### src/rtl/riscv_enc_pkg.sv
// riscv_enc_pkg
//   Shared definitions for the RV32I instruction encoder: base opcodes,
//   the canonical NOP word and the instruction-format classification.
package riscv_enc_pkg;

    localparam logic [6:0] OP_R      = 7'h33;
    localparam logic [6:0] OP_I      = 7'h13;
    localparam logic [6:0] OP_LOAD   = 7'h03;
    localparam logic [6:0] OP_STORE  = 7'h23;
    localparam logic [6:0] OP_BRANCH = 7'h63;
    localparam logic [6:0] OP_LUI    = 7'h37;
    localparam logic [6:0] OP_JAL    = 7'h6F;
    localparam logic [6:0] OP_JALR   = 7'h67;

    localparam logic [31:0] NOP_INSTR = 32'h0000_0013;

    typedef enum logic [2:0] {
        FMT_R,
        FMT_I,
        FMT_S,
        FMT_B,
        FMT_U,
        FMT_J,
        FMT_BAD
    } fmt_e;

    function automatic fmt_e op_format(input logic [6:0] op);
        case (op)
            OP_R:                   return FMT_R;
            OP_I, OP_JALR, OP_LOAD: return FMT_I;
            OP_STORE:               return FMT_S;
            OP_BRANCH:              return FMT_B;
            OP_LUI:                 return FMT_U;
            OP_JAL:                 return FMT_J;
            default:                return FMT_BAD;
        endcase
    endfunction

    function automatic logic in_range(input logic signed [31:0] v,
                                      input logic signed [31:0] lo,
                                      input logic signed [31:0] hi);
        return (v >= lo) && (v <= hi);
    endfunction

endpackage

### src/rtl/instr_field_packer.sv
// instr_field_packer
//   Combinational packing of decoded RV32I fields and a flat, unscaled
//   immediate into a 32-bit instruction word, with a range/alignment error.
// Ports:
//   op_i, rd_i, rs1_i, rs2_i, funct3_i, funct7_i  decoded fields
//   imm_i     two's complement byte immediate
//   instr_o   packed instruction (NOP for unsupported opcodes)
//   err_o     unsupported opcode, immediate out of range, or odd B/J offset
module instr_field_packer
    import riscv_enc_pkg::*;
(
    input  logic [6:0]  op_i,
    input  logic [4:0]  rd_i,
    input  logic [4:0]  rs1_i,
    input  logic [4:0]  rs2_i,
    input  logic [2:0]  funct3_i,
    input  logic [6:0]  funct7_i,
    input  logic [31:0] imm_i,
    output logic [31:0] instr_o,
    output logic        err_o
);

    logic signed [31:0] imm;
    fmt_e               fmt;

    assign imm = imm_i;
    assign fmt = op_format(op_i);

    // Out-of-range immediates still pack their low bits; only err_o flags them.
    always_comb begin
        instr_o = NOP_INSTR;
        err_o   = 1'b1;
        case (fmt)
            FMT_R: begin
                instr_o = {funct7_i, rs2_i, rs1_i, funct3_i, rd_i, op_i};
                err_o   = 1'b0;
            end
            FMT_I: begin
                instr_o = {imm[11:0], rs1_i, funct3_i, rd_i, op_i};
                // Load offsets are restricted to the non-negative half.
                if (op_i == OP_LOAD) err_o = !in_range(imm, 0, 2047);
                else                 err_o = !in_range(imm, -2048, 2047);
            end
            FMT_S: begin
                instr_o = {imm[11:5], rs2_i, rs1_i, funct3_i, imm[4:0], op_i};
                err_o   = !in_range(imm, 0, 2047);
            end
            FMT_B: begin
                instr_o = {imm[12], imm[10:5], rs2_i, rs1_i, funct3_i,
                           imm[4:1], imm[11], op_i};
                err_o   = !in_range(imm, -4096, 4094) || imm[0];
            end
            FMT_U: begin
                instr_o = {imm[19:0], rd_i, op_i};
                err_o   = !in_range(imm, -524288, 524287);
            end
            FMT_J: begin
                instr_o = {imm[20], imm[10:1], imm[11], imm[19:12], rd_i, op_i};
                err_o   = !in_range(imm, 0, 32'h001F_FFFE) || imm[0];
            end
            default: begin
                instr_o = NOP_INSTR;
                err_o   = 1'b1;
            end
        endcase
    end

endmodule

### src/rtl/instr_encoder.sv
// instr_encoder
//   Two-stage valid/ready pipeline that encodes RV32I words and stamps each
//   with an incrementing instruction-memory word address.
// Ports:
//   clk, reset (async, active-low), start_i (sync flush/clear)
//   req_*        request handshake and decoded fields / immediate
//   instr_*      output handshake, word, word address, error flag
//   err_count_o  saturating count of errored words emitted
//   wrap_o       sticky flag: the address counter wrapped
module instr_encoder
    import riscv_enc_pkg::*;
#(
    parameter int ADDR_WIDTH = 8
) (
    input  logic                  clk,
    input  logic                  reset,
    input  logic                  start_i,
    input  logic                  req_valid_i,
    output logic                  req_ready_o,
    input  logic [6:0]            op_i,
    input  logic [4:0]            rd_i,
    input  logic [4:0]            rs1_i,
    input  logic [4:0]            rs2_i,
    input  logic [2:0]            funct3_i,
    input  logic [6:0]            funct7_i,
    input  logic [31:0]           imm_i,
    output logic                  instr_valid_o,
    input  logic                  instr_ready_i,
    output logic [31:0]           instr_o,
    output logic [ADDR_WIDTH-1:0] instr_addr_o,
    output logic                  instr_err_o,
    output logic [7:0]            err_count_o,
    output logic                  wrap_o
);

    function automatic logic [7:0] sat_inc8(input logic [7:0] v);
        return (v == 8'hFF) ? v : v + 8'd1;
    endfunction

    logic [31:0]           pack_instr;
    logic                  pack_err;

    logic                  s1_valid_q, s1_valid_d;
    logic [31:0]           s1_instr_q, s1_instr_d;
    logic                  s1_err_q,   s1_err_d;
    logic [ADDR_WIDTH-1:0] s1_addr_q,  s1_addr_d;
    logic                  s2_valid_q, s2_valid_d;
    logic [31:0]           s2_instr_q, s2_instr_d;
    logic                  s2_err_q,   s2_err_d;
    logic [ADDR_WIDTH-1:0] s2_addr_q,  s2_addr_d;
    logic [ADDR_WIDTH-1:0] addr_q,     addr_d;
    logic [7:0]            err_count_q, err_count_d;
    logic                  wrap_q,     wrap_d;

    logic                  s1_adv;
    logic                  req_acc;
    logic                  out_acc;

    instr_field_packer u_packer (
        .op_i     (op_i),
        .rd_i     (rd_i),
        .rs1_i    (rs1_i),
        .rs2_i    (rs2_i),
        .funct3_i (funct3_i),
        .funct7_i (funct7_i),
        .imm_i    (imm_i),
        .instr_o  (pack_instr),
        .err_o    (pack_err)
    );

    assign s1_adv  = s1_valid_q && (!s2_valid_q || instr_ready_i);
    // Gated by reset so the request side reads not-ready while held in reset.
    assign req_ready_o = reset && !start_i && (!s1_valid_q || s1_adv);
    assign req_acc = req_valid_i && req_ready_o;
    assign out_acc = s2_valid_q && instr_ready_i;

    always_comb begin
        s1_valid_d  = s1_valid_q;
        s1_instr_d  = s1_instr_q;
        s1_err_d    = s1_err_q;
        s1_addr_d   = s1_addr_q;
        s2_valid_d  = s2_valid_q;
        s2_instr_d  = s2_instr_q;
        s2_err_d    = s2_err_q;
        s2_addr_d   = s2_addr_q;
        addr_d      = addr_q;
        err_count_d = err_count_q;
        wrap_d      = wrap_q;
        if (start_i) begin
            s1_valid_d  = 1'b0;
            s2_valid_d  = 1'b0;
            addr_d      = '0;
            err_count_d = 8'd0;
            wrap_d      = 1'b0;
        end else begin
            // Stage 1 -> stage 2
            if (s1_adv) begin
                s2_valid_d = 1'b1;
                s2_instr_d = s1_instr_q;
                s2_err_d   = s1_err_q;
                s2_addr_d  = s1_addr_q;
            end else if (out_acc) begin
                s2_valid_d = 1'b0;
            end
            // Request -> stage 1
            if (req_acc) begin
                s1_valid_d = 1'b1;
                s1_instr_d = pack_instr;
                s1_err_d   = pack_err;
                s1_addr_d  = addr_q;
                addr_d     = addr_q + ADDR_WIDTH'(1);
                if (&addr_q) wrap_d = 1'b1;
            end else if (s1_adv) begin
                s1_valid_d = 1'b0;
            end
            if (out_acc && s2_err_q) err_count_d = sat_inc8(err_count_q);
        end
    end

    always_ff @(posedge clk or negedge reset) begin
        if (!reset) begin
            s1_valid_q  <= 1'b0;
            s2_valid_q  <= 1'b0;
            s2_instr_q  <= 32'd0;
            s2_err_q    <= 1'b0;
            s2_addr_q   <= '0;
            addr_q      <= '0;
            err_count_q <= 8'd0;
            wrap_q      <= 1'b0;
        end else begin
            s1_valid_q  <= s1_valid_d;
            s2_valid_q  <= s2_valid_d;
            s2_instr_q  <= s2_instr_d;
            s2_err_q    <= s2_err_d;
            s2_addr_q   <= s2_addr_d;
            addr_q      <= addr_d;
            err_count_q <= err_count_d;
            wrap_q      <= wrap_d;
        end
    end

    // Stage-1 payload is qualified by s1_valid_q, so it needs no reset.
    always_ff @(posedge clk) begin
        s1_instr_q <= s1_instr_d;
        s1_err_q   <= s1_err_d;
        s1_addr_q  <= s1_addr_d;
    end

    assign instr_valid_o = s2_valid_q;
    assign instr_o       = s2_instr_q;
    assign instr_err_o   = s2_err_q;
    assign instr_addr_o  = s2_addr_q;
    assign err_count_o   = err_count_q;
    assign wrap_o        = wrap_q;

endmodule

### config.mk
export PLATFORM = sky130hd
export DESIGN_NAME = instr_encoder
export DESIGN_NICKNAME = d
export VERILOG_FILES = /design/src/rtl/riscv_enc_pkg.sv /design/src/rtl/instr_field_packer.sv /design/src/rtl/instr_encoder.sv
export SDC_FILE = /design/constraint.sdc
export NUM_CORES = 1
export LEC_CHECK = 0
export ABC_CLOCK_PERIOD_IN_PS = 4400
export BUFFER_PORTS_ARGS = -buffer_cell sky130_fd_sc_hd__buf_2
export CAP_MARGIN = 20
export CORE_MARGIN = 2
export CORE_UTILIZATION = 40
export DETAILED_ROUTE_END_ITERATION = 8
export PLACE_DENSITY = 0.7
export SLEW_MARGIN = 25
export SYNTH_ARGS = -nofsm -noshare
export SYNTH_HDL_FRONTEND = slang
export SYNTH_SLANG_ARGS = --single-unit
export TNS_END_PERCENT = 50
### constraint.sdc
create_clock -name clk -period 4.4 [get_ports clk]
set_clock_uncertainty 0.15 [all_clocks]
set_input_delay 0.22 -clock clk [delete_from_list [all_inputs] [get_ports clk]]
set_output_delay 0.22 -clock clk [all_outputs]
set_load 0.05 [all_outputs]
==> impl_metrics.tcl <==
set metrics [dict create \
    fmax_mhz 332 \
    most-common-layout-cells "120 x buf_2, 60 x dfrtp_1, 41 x mux2_2, 41 x edfxtp_1, 30 x nor2_1" \
    status "finished, final reports clean" \
    rows 39 \
    synth_flop_cell "dfrtp_1" \
    ir_drop_v 0.000235 \
    cts_tree "done" \
    drt_iter0_drc 330 \
    total_leakage_power_nw 2.13 \
    via_per_inst 5.58 \
    numPlacedInstances 630 \
    dr_total_vias 3610 \
    power_density_mw_per_mm2 417 \
    drc_errors 0 \
    cp_cell_sequence "buf_2, or3b_1, a21oi_2, inv_2, ha_1, nor3b_2, nor2_1, and3_1, o21ai_1, a21oi_1" \
    min_path_type "in2reg" \
    die_area_sq_mm 0.0125 \
    initial_utilization_pct 40.9 \
    fin_ws_ns 1.38 \
    critPathMaxStageDelay_ns 0.53 \
    clock_latency_ns 0.34 \
    path_class "in2reg" \
    critPathMaxFanout 12 \
    fillers 1036 \
    synth_nets 450 \
    cp-startpoint "op_i[6]" \
    antenna_found_initial 0 \
    setup_viol 0 \
    rsz0062_at_grt "no" \
    synthArstFlopShare_pct 59.4 \
    dpl.hpwl_um 8300 \
    postCtsSetupRepairBufs 0 \
    fin_util_pct 50.2 \
    grt_pass1_vias 3613 \
    crit_path_start_kind "input pin" \
    avgSynthCellArea_sq_um 12.3 \
    die_w_um 112 \
    r2r_slack_ns 1.87 \
    ant_nets 0 \
    final_cell_count_no_fill 647 \
    synth_seq_area_share_pct 58.8 \
    clockRootBuffer "clkbuf_16" \
    num_antenna_cells 0 \
    drt_pass1_iterations 6 \
    crit_arrival_ns 3.03 \
    maxSlewViolCount 0 \
    tightest_slew_ns 0.778 \
    ff2ff_path_depth 6 \
    cp-end-kind "flop" \
    synth_warnings 0 \
    final_common_cell "buf_2" \
    cts_resized 0 \
    htree_levels 3 \
    ctsLongestPathBuffers 2 \
    cts_buffers 9 \
    dieHeight_um 112 \
    hold_violations 0 \
    grt_use_total_pct 18.7 \
    grt-ovfl-total 0 \
    required_ns 4.42 \
    r2r-end "addr_q[7]" \
    finalNetCount 571 \
    place_congestion 0.940 \
    post_synth_num_cell_types 60 \
    dpl_worst_slack_ns 1.08 \
    cp_slowest_cell "and3_1" \
    wirelength_um 11200 \
    finalSetupTns_ns 0 \
    grt_pass1_wl_um 18600 \
    area_growth_pct 22.8 \
    core_area_sq_mm 0.0114 \
    finalCritPeriodShare_pct 68.5 \
    cts_sinks 101 \
    drive_gt1_share_pct 38.9 \
    synth_edf_count 41 \
    grt_max_degree 62 \
    io_buffers 120 \
    io_pins 121 \
    r2r-start "instr_valid_o" \
    endpoint "s1_instr_q[20]" \
    clk_pin_slew_ns 0.07 \
    cts_hold_buf 1 \
    slew_headroom_pct 48.1 \
    maxCapViolations 0 \
    ys_seq_elements 101 \
    synth_area_sq_mm 0.00465 \
    netlist_instances 378 \
    routedWlPerCell_um 17.3 \
    layout_min_cycle_time_ns 3.02 \
]
-- cells by family (layout without fill, tap and decap cells) --
logic type,Yosys count,count (layout),share of synthesized area (%)
buf+inv,19,145,1.78
compound gates,79,79,12.3
flops,101,101,58.8
fa+ha+maj,4,4,1.02
mux,43,43,10.4
simple gates,123,123,14.1
xor+xnor,9,9,1.70
-- registers in the layout, summed over array words and instances, names as in the netlist --
name,flops
wrap_o,1
err_count_o,8
s1_instr_q,32
s1_valid_q,1
s1_addr_q,8
s1_err_q,1
instr_err_o,1
instr_o,32
instr_valid_o,1
instr_addr_o,8
addr_q,8
-- per-layer routing --
layer | vias up | share of wire, % | global-route usage [%]
met5 | - | 0 | 0
met1 | 1722 | 44 | 26.0
met3 | 20 | 7.9 | 4.14
met4 | 0 | 2.0 | 7.57
li1 | 1683 | - | -
met2 | 185 | 46 | 28.8
-- final cells by class --
class | count | area, sq um | area share, %
Sequential cell | 101 | 2730 | 47.8
Multi-Input combinational cell | 258 | 1860 | 32.5
Timing Repair Buffer | 125 | 641 | 11.2
Clock buffer | 12 | 258 | 4.51
Tap cell | 143 | 179 | 3.13
Clock inverter | 4 | 30.0 | 0.526
Inverter | 4 | 15.0 | 0.263
-- cells in the mapped netlist (2+ instances only) --
| cell type | n | area, sq um |
|---|---|---|
| nor2_1 | 30 | 113 |
| buf_2 | 3 | 15.0 |
| a21oi_1 | 24 | 120 |
| o21ai_1 | 7 | 35.0 |
| mux2_2 | 41 | 462 |
| ha_1 | 3 | 37.5 |
| nand3_1 | 4 | 20.0 |
| o21a_1 | 2 | 15.0 |
| or3_1 | 6 | 37.5 |
| a222oi_1 | 7 | 70.1 |
| a21o_1 | 3 | 22.5 |
| nand4_1 | 16 | 100 |
| or2_2 | 2 | 12.5 |
| and3_1 | 3 | 18.8 |
| nand3b_1 | 3 | 22.5 |
| o21ai_0 | 5 | 25.0 |
| nor3_1 | 8 | 40.0 |
| nor4_1 | 3 | 18.8 |
| nor2b_1 | 3 | 18.8 |
| and3b_1 | 2 | 17.5 |
| a22oi_1 | 15 | 113 |
| nand2b_1 | 3 | 18.8 |
| edfxtp_1 | 41 | 1230 |
| mux2i_1 | 2 | 20.0 |
| dfrtp_1 | 60 | 1500 |
| inv_1 | 3 | 11.3 |
| xor2_1 | 8 | 70.1 |
| clkbuf_1 | 11 | 41.3 |
| and2_1 | 4 | 25.0 |
| nand2_1 | 26 | 97.6 |
-- critical path: cells and delay by family --
kind	cells	cell delay (ns)
buffers and inverters	2	0.27
AND/OR/NAND/NOR	4	1.61
AO/OA/AOI/OAI	3	0.64
adder cells (fa/ha/maj)	1	0.29
-- report_power, final --
part | switching, mW | leakage (nW) | internal, mW
Combinational | 0.382 | 0.942 | 0.140
Clock | 0.336 | 0.135 | 0.421
Sequential | 0.0405 | 1.06 | 1.06
Total | 0.759 | 2.13 | 1.63
-- worst min-delay path by stage --
stage	from	end	slack, ns	cells past startpoint
after floorplan	reset	addr_q[0]	-0.23	0
after global placement	s1_addr_q[7]	instr_addr_o[7]	0.31	1
after global routing	instr_ready_i	instr_valid_o	0.08	4
after detailed placement	s1_addr_q[7]	instr_addr_o[7]	0.31	1
after CTS	instr_ready_i	instr_valid_o	0.06	4
final	instr_ready_i	instr_valid_o	0.08	4
-- stage by stage --
stage                     instance area (sq um)  hold WS (ns)  power [mW]
after floorplan                            4650        -0.226        1.48
after global placement                     5410         0.307        1.64
after detailed placement                   5410         0.312        1.65
after CTS                                  5710        0.0594        2.41
after global routing                       5710        0.0826        2.48
final                                      5710        0.0761        2.38
Power figures use the tool's default switching activity.
